$ cat src/rtl/fetch_buffer_pkg.sv
// Shared definitions for the fetch buffer and the fetch address check:
// exception codes, default legal fetch window and the buffered entry layout.
package fetch_buffer_pkg;

  localparam logic [4:0] EXC_NONE = 5'd0;
  localparam logic [4:0] EXC_ADEL = 5'd4;

  localparam logic [31:0] PC_BASE_DEF  = 32'h0000_3000;
  localparam logic [31:0] PC_LIMIT_DEF = 32'h0000_6FFC;

  // One buffered fetch: 32 + 32 + 5 + 1 = 70 bits.
  typedef struct packed {
    logic [31:0] pc;
    logic [31:0] instr;
    logic [4:0]  excode;
    logic        bd;
  } fb_entry_t;

endpackage

$ cat src/rtl/fetch_addr_check.sv
// Combinational fetch address legality check. Flags AdEL for a misaligned
// address or one outside [PC_BASE, PC_LIMIT]. Also used by the exception unit.
module fetch_addr_check
  import fetch_buffer_pkg::*;
#(
  parameter logic [31:0] PC_BASE  = PC_BASE_DEF,
  parameter logic [31:0] PC_LIMIT = PC_LIMIT_DEF
) (
  input  logic [31:0] pc,
  output logic [4:0]  excode
);

  // Misaligned or out-of-window fetches raise an address error on load.
  always_comb begin
    excode = EXC_NONE;
    if ((pc[1:0] != 2'b00) || (pc < PC_BASE) || (pc > PC_LIMIT)) begin
      excode = EXC_ADEL;
    end
  end

endmodule

$ cat src/rtl/fetch_buffer.sv
// In-order instruction buffer between fetch and decode.
// Optional build macro FETCH_BUFFER_BYPASS_EN: when defined, a legal fetch
// arriving at an empty buffer is shown to decode in the same cycle and is
// consumed without storage if decode is ready. When undefined, every entry
// spends at least one cycle in storage and f_* never reaches d_* directly.
module fetch_buffer
  import fetch_buffer_pkg::*;
#(
  parameter int          DEPTH    = 2,
  parameter logic [31:0] PC_BASE  = PC_BASE_DEF,
  parameter logic [31:0] PC_LIMIT = PC_LIMIT_DEF
) (
  input  logic                     clk,
  input  logic                     reset,
  input  logic                     flush,
  input  logic                     f_valid,
  input  logic [31:0]              f_pc,
  input  logic [31:0]              f_instr,
  input  logic                     f_bd,
  output logic                     f_ready,
  output logic                     d_valid,
  input  logic                     d_ready,
  output logic [31:0]              d_pc,
  output logic [31:0]              d_instr,
  output logic [4:0]               d_excode,
  output logic                     d_bd,
  output logic [$clog2(DEPTH):0]   count
);

  localparam int PTR_W = (DEPTH > 1) ? $clog2(DEPTH) : 1;
  localparam int CNT_W = $clog2(DEPTH) + 1;

  fb_entry_t        mem [DEPTH];
  logic [PTR_W-1:0] wr_ptr;
  logic [PTR_W-1:0] rd_ptr;

  logic [4:0] f_excode;
  fb_entry_t  in_entry;
  fb_entry_t  out_entry;
  logic       stored_valid;
  logic       bypass;
  logic       push;
  logic       pop;
  logic       store;
  logic       take;

  fetch_addr_check #(
    .PC_BASE  (PC_BASE),
    .PC_LIMIT (PC_LIMIT)
  ) u_addr_check (
    .pc     (f_pc),
    .excode (f_excode)
  );

  // Tag the incoming fetch; a faulting fetch stores a zero instruction word.
  always_comb begin
    in_entry.pc     = f_pc;
    in_entry.instr  = (f_excode != EXC_NONE) ? 32'h0 : f_instr;
    in_entry.excode = f_excode;
    in_entry.bd     = f_bd;
  end

  // Handshakes, bypass selection and push/pop qualification.
  always_comb begin
    stored_valid = (count != '0);
    f_ready      = (count != CNT_W'(DEPTH));
`ifdef FETCH_BUFFER_BYPASS_EN
    bypass       = ~stored_valid & f_valid & (f_excode == EXC_NONE) & ~flush;
    out_entry    = bypass ? in_entry : mem[rd_ptr];
`else
    bypass       = 1'b0;
    out_entry    = mem[rd_ptr];
`endif
    d_valid      = stored_valid | bypass;
    push         = f_valid & f_ready & ~flush;
    pop          = d_valid & d_ready & ~flush;
    // A bypassed entry taken by decode this cycle never enters storage.
    store        = push & ~(bypass & d_ready);
    take         = pop & ~bypass;
  end

  // Decode-side view: head entry, or fixed idle values while empty.
  always_comb begin
    if (d_valid) begin
      d_pc     = out_entry.pc;
      d_instr  = out_entry.instr;
      d_excode = out_entry.excode;
      d_bd     = out_entry.bd;
    end else begin
      d_pc     = PC_BASE;
      d_instr  = 32'h0;
      d_excode = EXC_NONE;
      d_bd     = 1'b0;
    end
  end

  // Pointer and occupancy control; reset outranks flush outranks push/pop.
  always_ff @(posedge clk) begin
    if (reset || flush) begin
      wr_ptr <= '0;
      rd_ptr <= '0;
      count  <= '0;
    end else begin
      if (store) wr_ptr <= wr_ptr + 1'b1;
      if (take)  rd_ptr <= rd_ptr + 1'b1;
      case ({store, take})
        2'b10:   count <= count + 1'b1;
        2'b01:   count <= count - 1'b1;
        default: count <= count;
      endcase
    end
  end

  // Entry storage; contents are written once at push and never touched again.
  always_ff @(posedge clk) begin
    if (store && !reset && !flush) begin
      mem[wr_ptr] <= in_entry;
    end
  end

endmodule

$ cat config.mk
export PLATFORM = sky130hd
export DESIGN_NAME = fetch_buffer
export DESIGN_NICKNAME = d
export VERILOG_FILES = /design/src/rtl/fetch_buffer_pkg.sv /design/src/rtl/fetch_addr_check.sv /design/src/rtl/fetch_buffer.sv
export SDC_FILE = /design/constraint.sdc
export NUM_CORES = 1
export LEC_CHECK = 0
export BUFFER_PORTS_ARGS = -buffer_cell sky130_fd_sc_hd__buf_2
export CORE_AREA = 4 4 110 112
export DETAILED_ROUTE_END_ITERATION = 16
export DIE_AREA = 0 0 114 116
export GPL_TIMING_DRIVEN = 1
export HOLD_SLACK_MARGIN = 0.05
export PLACE_DENSITY = 0.79
export SETUP_SLACK_MARGIN = 0.5
export SYNTH_ARGS = -nofsm -noshare
export SYNTH_HDL_FRONTEND = slang
export SYNTH_HIERARCHICAL = 1
export SYNTH_SLANG_ARGS = --single-unit
$ cat constraint.sdc
create_clock -name clk -period 9.3 [get_ports clk]
set_input_delay 0.93 -clock clk [delete_from_list [all_inputs] [get_ports clk]]
set_output_delay 0.93 -clock clk [all_outputs]
set_load 0.005 [all_outputs]
==> impl_results.md, run 1 <==
* Vias at 3443
* Synthesized flop and latch total at around 150
* Net count of the finished layout at approximately 590
* Buffer levels on the longest clock path at 2
* Final slew viol count at 0
* RSZ-0062 raised after global routing: no
* Dpl ws at ~6.0 ns
* Cells along the critical path: buf_4 > mux2i_1 > nor2_1 > buf_2
* Share of final-layout standard cells stronger than drive strength 1 at 0.343
* Pin count of the biggest net entering global routing at 71
* Die extent in y at 116 um
* Area Growth Syn to Fin at 24.4%
* Fin crit share at 0.353
* Synthesized area per cell at around 15 um2
* Initial antenna violation count at 1
* Initial standard-cell utilization of the core at 0.519
* Lkg Pwr at about 2.8 nW
* IO Pins at about 140
* Hold_buf cts at 0
* FF-to-FF setup slack at a little over 7 ns
* Proportion of synthesized area in mux cells at 0.120
* Critical path capture point: d_instr[15]
* WS Path Type: flop to primary output
* Largest stage delay, worst path at between 0.7 and 0.8 ns
* Floorplan die width at 114 um
* Cells after Synth at roughly 380
* Main combinational cell family by area after synthesis: multiplexers
* Fillers at 839
* Area of the die at between 10000 and 15000 um2
* Worst-margin pin slew at 0.967 ns
* Synthesized-area fraction occupied by ao, oa, aoi and oai cells at 0.00430
* Clock Sink Count at between 100 and 150
* Per-cell routed wire length at between 15 and 20 um
* Final critical-path required period at approximately 3.3 ns
* Root buffer selected by CTS: sky130_fd_sc_hd__clkbuf_16
* Count of distinct cell types in the synthesized netlist at 26
* Data arrival, critical path at between 2 and 2.5 ns
* Sum of negative setup slack at 0 ns
* Worst path required time at roughly 8.4 ns
* Reg2reg path depth at 3
* Final setup skew at ~0.017 ns
* Crit path launch type: flop
* Global-route wire length before repair at roughly 18000 um
* Most common cell after layout, fill and taps aside: sky130_fd_sc_hd__buf_2
* Number of buffers inserted during clock tree synthesis at 17
* Adder-cell area share of the yosys netlist at 0.00215
* Simple-gate portion of the synthesized area at 0.102
* DRC violations left at 0
* Sequential element share of the synthesized area at 0.739
* Crit end category: primary output
* Post-synthesis instance area at 5830 um2
* Maximum level of the CTS H-tree at 4
* Final weighted congestion of routability-driven global placement at 0.786
* Final WL at between 10000 and 15000 um
* Yosys warnings at 6
* Placeable core area at about 11000 um2
* Clock tree from TritonCTS: done
* Combined global-route utilization of all metal layers at 0.175
* Clock latency on the worst-skew pair at just over 0.4 ns
* Multi-input gate area at roughly 1400 um2
* Critical path peak fanout at 36
* Clock-pin slew of the registers on the worst-case setup and hold paths at roughly 0.060 ns
* Resized Gates After CTS at 0
* HPWL after DPL at between 7000 and 8000 um
* Number of buffers added on ports at ~140
* Post-CTS Setup Bufs at 0
* Power per Cell Area at a little over 200 nW/um2
* Number of hold violations in the final report at 0
* Via count of the first global-routing pass at 3717
* Overall power of the completed layout at ~1.5 mW
* DR vias/cell at 5.07
* Core Util, Final at 0.646
* Min-Delay Path Class: flop to flop
* Achievable Freq at a little over 300 MHz
* Number of rows created at floorplan at 39
* Worst r2r src: count[0]
* Rel. slew slack at 0.355
* Synthesized-area fraction occupied by xor and xnor cells at 0.00601
* DR pass1 iterations at 4
* Ant. Diodes at 0
* Commonest cells after routing, fill and taps aside: 143 x sky130_fd_sc_hd__buf_2, 140 x sky130_fd_sc_hd__edfxtp_1, 72 x sky130_fd_sc_hd__nor2_1
* Register area at around 4300 um2
* DRC marker count from the first detailed-route iteration at roughly 200
* Result of the run: finished, final reports clean
* Highest ir drop seen on vdd at 0.127 mV
* Worst reg2reg endpoint: mem[1][69]
* Post-detailed-route count of antenna-violating nets at 0
* Count of final setup violators at 0
* Count of max-cap constraint violations at 0
* Total grt overflow at 0
* Slowest library cell on the worst path: sky130_fd_sc_hd__dfxtp_4
* Final critical-path setup slack at between 6 and 7 ns
[power breakdown]
group | switching (mW) | internal (mW)
sequential | 0.00460 | 0.726
combinational | 0.0347 | 0.0280
clock | 0.251 | 0.420
[flip-flops by register name (all words and copies together), names as in the netlist, named ones only]
register	cells
count	2
mem	140
rd_ptr	1
wr_ptr	1
[Yosys cell counts (all sizes together)]
cell | number | area [um2]
xnor2 | 2 | 17.5
nor4 | 6 | 37.5
and3 | 1 | 6.26
dfxtp | 5 | 100
and2 | 32 | 200
inv | 4 | 15.0
or4 | 1 | 11.3
or3 | 3 | 18.8
conb | 1 | 3.75
nor2b | 1 | 6.26
a21oi | 2 | 10.0
nand4 | 1 | 6.26
mux2i | 70 | 701
nor3 | 1 | 5.00
o21ai | 3 | 15.0
clkbuf | 7 | 26.3
xor2 | 2 | 17.5
edfxtp | 140 | 4200
nand2 | 3 | 11.3
ha | 1 | 12.5
buf | 16 | 109
nor2 | 74 | 285
or2 | 1 | 6.26
[stage by stage]
step / area (um2) / cells / hold slack (ns)
detailed placement: 6650 / 647 / 0.496
global placement: 6650 / 647 / 0.486
CTS: 7250 / 679 / 0.514
finish: 7250 / 679 / 0.511
global route: 7250 / 679 / 0.532
floorplan: 5840 / 380 / 0.471
[area by class of cell]
class / instances / area share
Timing Repair Buffer: 147 / 0.103
Sequential cell: 145 / 0.595
Multi-Input combinational cell: 208 / 0.194
Inverter: 4 / 0.00207
Clock inverter: 14 / 0.0230
Clock buffer: 18 / 0.0592
Tap cell: 143 / 0.0247
[cell families after synthesis]
group / after synthesis
xor+xnor: 4
fa+ha+maj: 1
other cells: 1
flops: 145
simple gates: 124
compound gates: 5
mux: 70
buf+inv: 27
[worst max-delay path, delay by kind of cell (launching register included)]
family | cells | cell delay (ns)
muxes | 1 | 0.28
and+or+nand+nor | 1 | 0.09
buffers and inverters | 2 | 0.77
DFF | 1 | 0.75
[worst min path at each step]
stage / from / end / slack [ns] / cells after the start
2_1_floorplan: wr_ptr / wr_ptr / 0.47 / 2
3_3_place_gp: rd_ptr / flop / 0.49 / 2
3_5_place_dp: rd_ptr / flop / 0.50 / 2
4_1_cts: rd_ptr / flop / 0.51 / 2
5_1_grt: rd_ptr / flop / 0.53 / 2
6_report: rd_ptr / flop / 0.51 / 2
[per-layer routing]
metal  part of all wire  track usage  vias up
met5             0.0011            0        -
met4             0.0067       0.0530        2
met3              0.071       0.0616        8
met2               0.51        0.286      126
met1               0.41        0.220     1652
li1                   -            -     1655
(Power assumes the default switching activity.)
==> run 2: changes to the inputs <==
CORE_AREA = 4 4 116 118   (was 4 4 110 112)
DIE_AREA = 0 0 120 122   (was 0 0 114 116)
PLACE_DENSITY = 0.74   (was 0.79)
clock period = 2.65 ns   (was 9.3 ns; I/O delays follow)
==> run 2 against run 1 <==
Effect of this change:
- final cell count rose by 5.9%
- critical path type is now input pin to flop
- cell area rose by 3.7%
- critical endpoint is now mem[1][17]
- largest power group unchanged
- largest cell class unchanged
- register-to-register slack got worse by 6.5 ns
- clock skew fell by 0.011 ns
==> impl_results.md, run 2 (synthesized netlist as in run 1, its figures left out) <==
* Result of the run: finished, final reports clean
* Share of final-layout standard cells stronger than drive strength 1 at 0.335
* Per-cell routed wire length at 16.0 um
* DP Cell Count at between 600 and 700
* Worst r2r src: count[1]
* Sum of negative setup slack at 0 ns
* Total grt overflow at 0
* Clock Sink Count at 145
* Number of hold violations in the final report at 0
* DR pass1 iterations at 5
* Number of rows created at floorplan at 41
* Critical path origin: f_pc[1]
* HPWL after DPL at a little over 7000 um
* RSZ-0062 raised after global routing: no
* DRC marker count from the first detailed-route iteration at between 150 and 200
* Final weighted congestion of routability-driven global placement at around 0.74
* Registers with the most flip-flops: mem x140, count x2
* Global-route wire length before repair at approximately 18000 um
* Area Growth Syn to Fin at 29.0%
* Root buffer selected by CTS: sky130_fd_sc_hd__clkbuf_16
* Worst reg2reg endpoint: count[1]
* Pin count of the biggest net entering global routing at just over 70
* Maximum level of the CTS H-tree at 4
* Achievable Freq at ~500 MHz
* Hold Crit Depth at 1
* Power per Cell Area at between 700 and 800 nW/um2
* Via count of the first global-routing pass at 3637
* Highest ir drop seen on vdd at about 0.37 mV
* Count of max-cap constraint violations at 0
* Final WL at around 11000 um
* Critical path peak fanout at 32
* DR vias/cell at approximately 4.9
* Final slew viol count at 0
* Buffer levels on the longest clock path at 2
* Combined global-route utilization of all metal layers at 0.157
* Resized Gates After CTS at 0
* Worst-margin pin slew at ~0.57 ns
* Net count of the finished layout at 607
* Count of final setup violators at 0
* DRC violations left at 0
* Crit end category: flop
* Crit path launch type: input pin
* Number of buffers inserted during clock tree synthesis at 17
* WS Path Type: input pin to flop
* FF-to-FF setup slack at roughly 0.69 ns
* Ant. Diodes at 0
* Number of flip-flops under the largest register name at 140
* Placeable core area at ~12000 um2
* Rel. slew slack at 0.623
* Clock latency on the worst-skew pair at 0.40 ns
* Reg2reg path depth at 5
* Clock-pin slew of the registers on the worst-case setup and hold paths at roughly 0.060 ns
* Data arrival, critical path at 2.26 ns
* Final critical-path required period at about 2.0 ns
* Initial antenna violation count at 0
* Largest register by flop count: mem
* Initial standard-cell utilization of the core at 0.467
* Vias at around 3500
* Floorplan die width at around 120 um
* Number of buffers added on ports at between 100 and 150
* Final setup skew at ~0.0065 ns
* IO Pins at approximately 140
* Area of the die at between 10000 and 15000 um2
* Most common cell after layout, fill and taps aside: sky130_fd_sc_hd__buf_2
* Post-detailed-route count of antenna-violating nets at 0
* Die extent in y at roughly 120 um
* Min-Delay Path Class: input pin to flop
* Worst path required time at between 2 and 3 ns
* Lkg Pwr at between 2 and 3 nW
* Clock tree from TritonCTS: done
* Count of non-filler cells in the finished layout at between 700 and 800
* Worst Hold Launch: f_pc[21]
* Critical path capture point: mem[1][17]
* Fin crit share at 0.755
* Commonest cells after routing, fill and taps aside: 143 x sky130_fd_sc_hd__buf_2, 140 x sky130_fd_sc_hd__edfxtp_1, 72 x sky130_fd_sc_hd__nor2_1
## run 2: cell count changes in the layout (fill, tap and decap cells not counted), sizes merged
cell         change
buf              +2
bufinv           +2
clkbuf           +1
clkinvlp         -5
dlygate4sd3     +11
## run 2: per-layer routing
| metal | up-vias | track usage | part of all wire | wire length, um |
|---|---|---|---|---|
| met4 | 0 | 0.0637 | 0.018 | 210 |
| met1 | 1717 | 0.193 | 0.42 | 4800 |
| met3 | 24 | 0.0487 | 0.069 | 794 |
| met5 | - | 0 | 0 | 0 |
| li1 | 1677 | - | - | - |
| met2 | 124 | 0.260 | 0.49 | 5680 |
## run 2: cell type report
type	instances	area, um2
Fill cell	1015	4950
Sequential cell	145	4310
Multi-Input combinational cell	208	1420
Timing Repair Buffer	160	933
Clock buffer	19	433
Tap cell	172	215
Clock inverter	11	189
Inverter	4	15.0
## run 2: repair_timing
action                                 CTS  global route
hold buffers                            11             0
endpoints found under the hold margin   21             0
buffers inserted                         0             0
## run 2: worst min-delay path by stage
stage          slack, ns         end
2_1_floorplan       0.36   mem[0][0]
3_3_place_gp        0.46  mem[0][47]
6_report            0.07  mem[0][59]
3_5_place_dp        0.46  mem[1][42]
4_1_cts             0.05   mem[1][0]
5_1_grt             0.05  mem[1][62]
## run 2: stage by stage
stage / instance area, um2 / power [mW] / hold slack, ns / utilization / worst slack [ns]
after global placement: 6780 / 2.84 / 0.456 / 0.544 / 0.336
after CTS: 7520 / 5.35 / 0.0507 / 0.603 / 0.621
after floorplan: 5880 / 2.72 / 0.364 / - / -0.666
after global routing: 7520 / 5.48 / 0.0516 / 0.603 / 0.565
final: 7520 / 5.31 / 0.0693 / 0.603 / 0.650
after detailed placement: 6780 / 2.84 / 0.458 / 0.544 / 0.197
## run 2: power by group
group	total, mW	internal (mW)	switching, mW
clock network	2.51	1.66	0.850
logic	0.246	0.115	0.132
registers	2.56	2.55	0.0129
total	5.31	4.32	0.995
## run 2: worst max-delay path, stage by stage
cell,delay [ns]
sky130_fd_sc_hd__buf_2,0.11
sky130_fd_sc_hd__nor4_1,0.48
sky130_fd_sc_hd__and3_1,0.25
sky130_fd_sc_hd__nand4_1,0.19
sky130_fd_sc_hd__or4_4,0.49
sky130_fd_sc_hd__nor2_4,0.11
sky130_fd_sc_hd__buf_12,0.17
sky130_fd_sc_hd__and2_1,0.18
==> run 3: changes to the inputs <==
clock period = 1.82 ns   (was 2.65 ns; I/O delays follow)
==> run 3 against run 2 <==
Effect of this change:
- the flow now finishes with violations (setup timing)
- via count up 18%
- setup slack worse by 0.68 ns
- register-to-register slack worse by 0.54 ns
- non-clock buffer count up 98
- die area unchanged
- critical path type unchanged
- wire length up 55%
- flip-flop and latch count unchanged
- clock skew down 0.00063 ns
- critical path depth up 1
==> impl_results.md, run 3 (synthesized netlist as in run 1, its figures left out) <==
* Fin crit share at 1.02
* Initial standard-cell utilization of the core at 0.467
* WS Path Type: input pin to flop
* Initial antenna violation count at 0
* Fillers at a little under 700
* Min-Delay Path Class: input pin to flop
* Overall power of the completed layout at slightly above 8 mW
* Area of the die at ~15000 um2
* Combined global-route utilization of all metal layers at 0.211
* Count of final setup violators at 64
* Net switching power at about 1.6 mW
* Buffer levels on the longest clock path at 2
* Final critical-path setup slack at -0.0309 ns
* Result of the run: finished, violations left
* Sum of negative setup slack at -0.933 ns
* Commonest cells after routing, fill and taps aside: 140 x sky130_fd_sc_hd__buf_2, 140 x sky130_fd_sc_hd__edfxtp_1, 58 x sky130_fd_sc_hd__nor2_1
* Slowest library cell on the worst path: sky130_fd_sc_hd__or4_4
* Total grt overflow at 0
* DRC violations left at 0
* Largest register by flop count: mem
* Share of final-layout standard cells stronger than drive strength 1 at 0.550
* Power per Cell Area at between 800 and 900 nW/um2
* Root buffer selected by CTS: sky130_fd_sc_hd__clkbuf_16
* Part of the total power dissipated in sequential elements at 0.461
* DP Cell Count at approximately 700
* Net count of the finished layout at 705
* IO Pins at 144
* Global-route wire length before repair at 22600 um
* Number of hold violations in the final report at 0
* Registers with the most flip-flops: mem x140, count x2
* Largest stage delay, worst path at between 0.4 and 0.5 ns
* Combinational Power Share at 0.083
* Highest ir drop seen on vdd at ~0.66 mV
* Final slew viol count at 0
* Proportion of power drawn by the clock network at 0.457
* Cells along the critical path: buf_2 > nor4_1 > and3_4 > nand4_1 > or4_4 > nor2_4 > buf_6 > clkbuf_16 > and2_4
* Sum of buffers and inverters on the critical path at 3
* HPWL after DPL at 7780 um
* DRC marker count from the first detailed-route iteration at roughly 260
* Switching part of the total at 0.200
* Clock tree from TritonCTS: done
* Final setup skew at just under 0.006 ns
* Clock Sink Count at 145
* Count of non-filler cells in the finished layout at 818
* Number of flip-flops under the largest register name at 140
* Worst path required time at 2.10 ns
* Via count of the first global-routing pass at between 4000 and 5000
* Violated checks: setup timing
* Finished layout cell area at 9590 um2
* Die extent in y at 122 um
* DR vias/cell at between 5 and 6
* Maximum level of the CTS H-tree at 4
* Ant. Diodes at 0
* Number of buffers added on ports at around 140
* Clock-pin slew of the registers on the worst-case setup and hold paths at about 0.060 ns
* Placeable core area at about 12000 um2
* Number of buffers inserted during clock tree synthesis at 17
* Vias at ~4200
* Lkg Pwr at 3.75 nW
* Area Growth Syn to Fin at 64.7%
* Achievable Freq at 540 MHz
* Kind of cell adding the most delay to the critical path: simple AND/OR/NAND/NOR gates
* RSZ-0062 raised after global routing: yes
* Data arrival, critical path at 2.13 ns
* Crit path launch type: input pin
* Final WL at roughly 18000 um
* Critical path peak fanout at 8
* Final weighted congestion of routability-driven global placement at 0.729
* Internal Pwr Total at 6.49 mW
* Final critical-path required period at roughly 1.9 ns
* Clock latency on the worst-skew pair at roughly 0.41 ns
* Count of max-cap constraint violations at 0
* Floorplan die width at around 120 um
* Dpl ws at -0.350 ns
* Placed Instance Area at between 7000 and 8000 um2
* DR pass1 iterations at 7
* Pin count of the biggest net entering global routing at 28
* Number of rows created at floorplan at 41
* Crit end category: flop
* Post-detailed-route count of antenna-violating nets at 0
* Per-cell routed wire length at roughly 22 um
-- run 3: per-layer routing --
layer / wire [um] / part of all wire / GRT usage
met1: 7060 / 0.40 / 0.260
met2: 9430 / 0.53 / 0.365
met3: 1040 / 0.058 / 0.0539
met4: 290 / 0.016 / 0.0709
met5: 0 / 0 / 0
-- run 3: power groups by stage --
stage	clock network, mW	logic, mW	registers [mW]
floorplan	0	0.162	3.80
global route	3.90	0.709	3.74
detailed placement	0	0.387	3.80
global placement	0	0.381	3.79
finish	3.71	0.669	3.73
CTS	3.71	0.544	3.73
-- run 3: area by class of cell --
class,instances,area (um2),area share
clock buffers,19,433,0.0451
clock inverters,12,190,0.0198
inverters,4,27.5,0.00287
multi-input cells,208,1830,0.191
flip-flops and latches,145,4320,0.450
well taps,172,215,0.0224
repair buffers,258,2580,0.269
-- run 3: path summary, 6_finish.rpt --
kind,to,depth (start not counted),slack [ns],from
worst max-delay path,mem[0][9],9,-0.03,f_pc[29]
worst min-delay path,mem[0][57],2,0.06,f_pc[19]
worst max register to register,count[1],6,0.15,count[1]
worst min register to register,rd_ptr,2,0.51,rd_ptr
-- run 3: what timing repair did --
| action | 4_1_cts | 5_1_grt |
|---|---|---|
| endpoints found under the setup margin | 278 | 279 |
| setup buffers | 26 | 10 |
| hold buffers | 18 | 0 |
| gates cloned | 18 | 14 |
| pin swaps | 5 | 10 |
| gates resized for setup | 39 | 92 |
| endpoints found under the hold margin | 36 | 0 |
-- run 3: per-stage QoR --
| stage | hold slack (ns) | util |
|---|---|---|
| 3_5_place_dp | 0.375 | 0.569 |
| 3_3_place_gp | 0.369 | 0.569 |
| 4_1_cts | 0.0511 | 0.705 |
| 6_report | 0.0614 | 0.770 |
| 2_1_floorplan | 0.281 | - |
| 5_1_grt | 0.0588 | 0.770 |
-- run 3: worst reg2reg max path: cells and delay by family, from the launching register on --
family                   cells  cell delay, ns
XOR/XNOR                     1            0.12
flip-flops                   1            0.36
AO/OA/AOI/OAI                1            0.13
adder cells (fa/ha/maj)      1            0.17
AND/OR/NAND/NOR              3            0.81
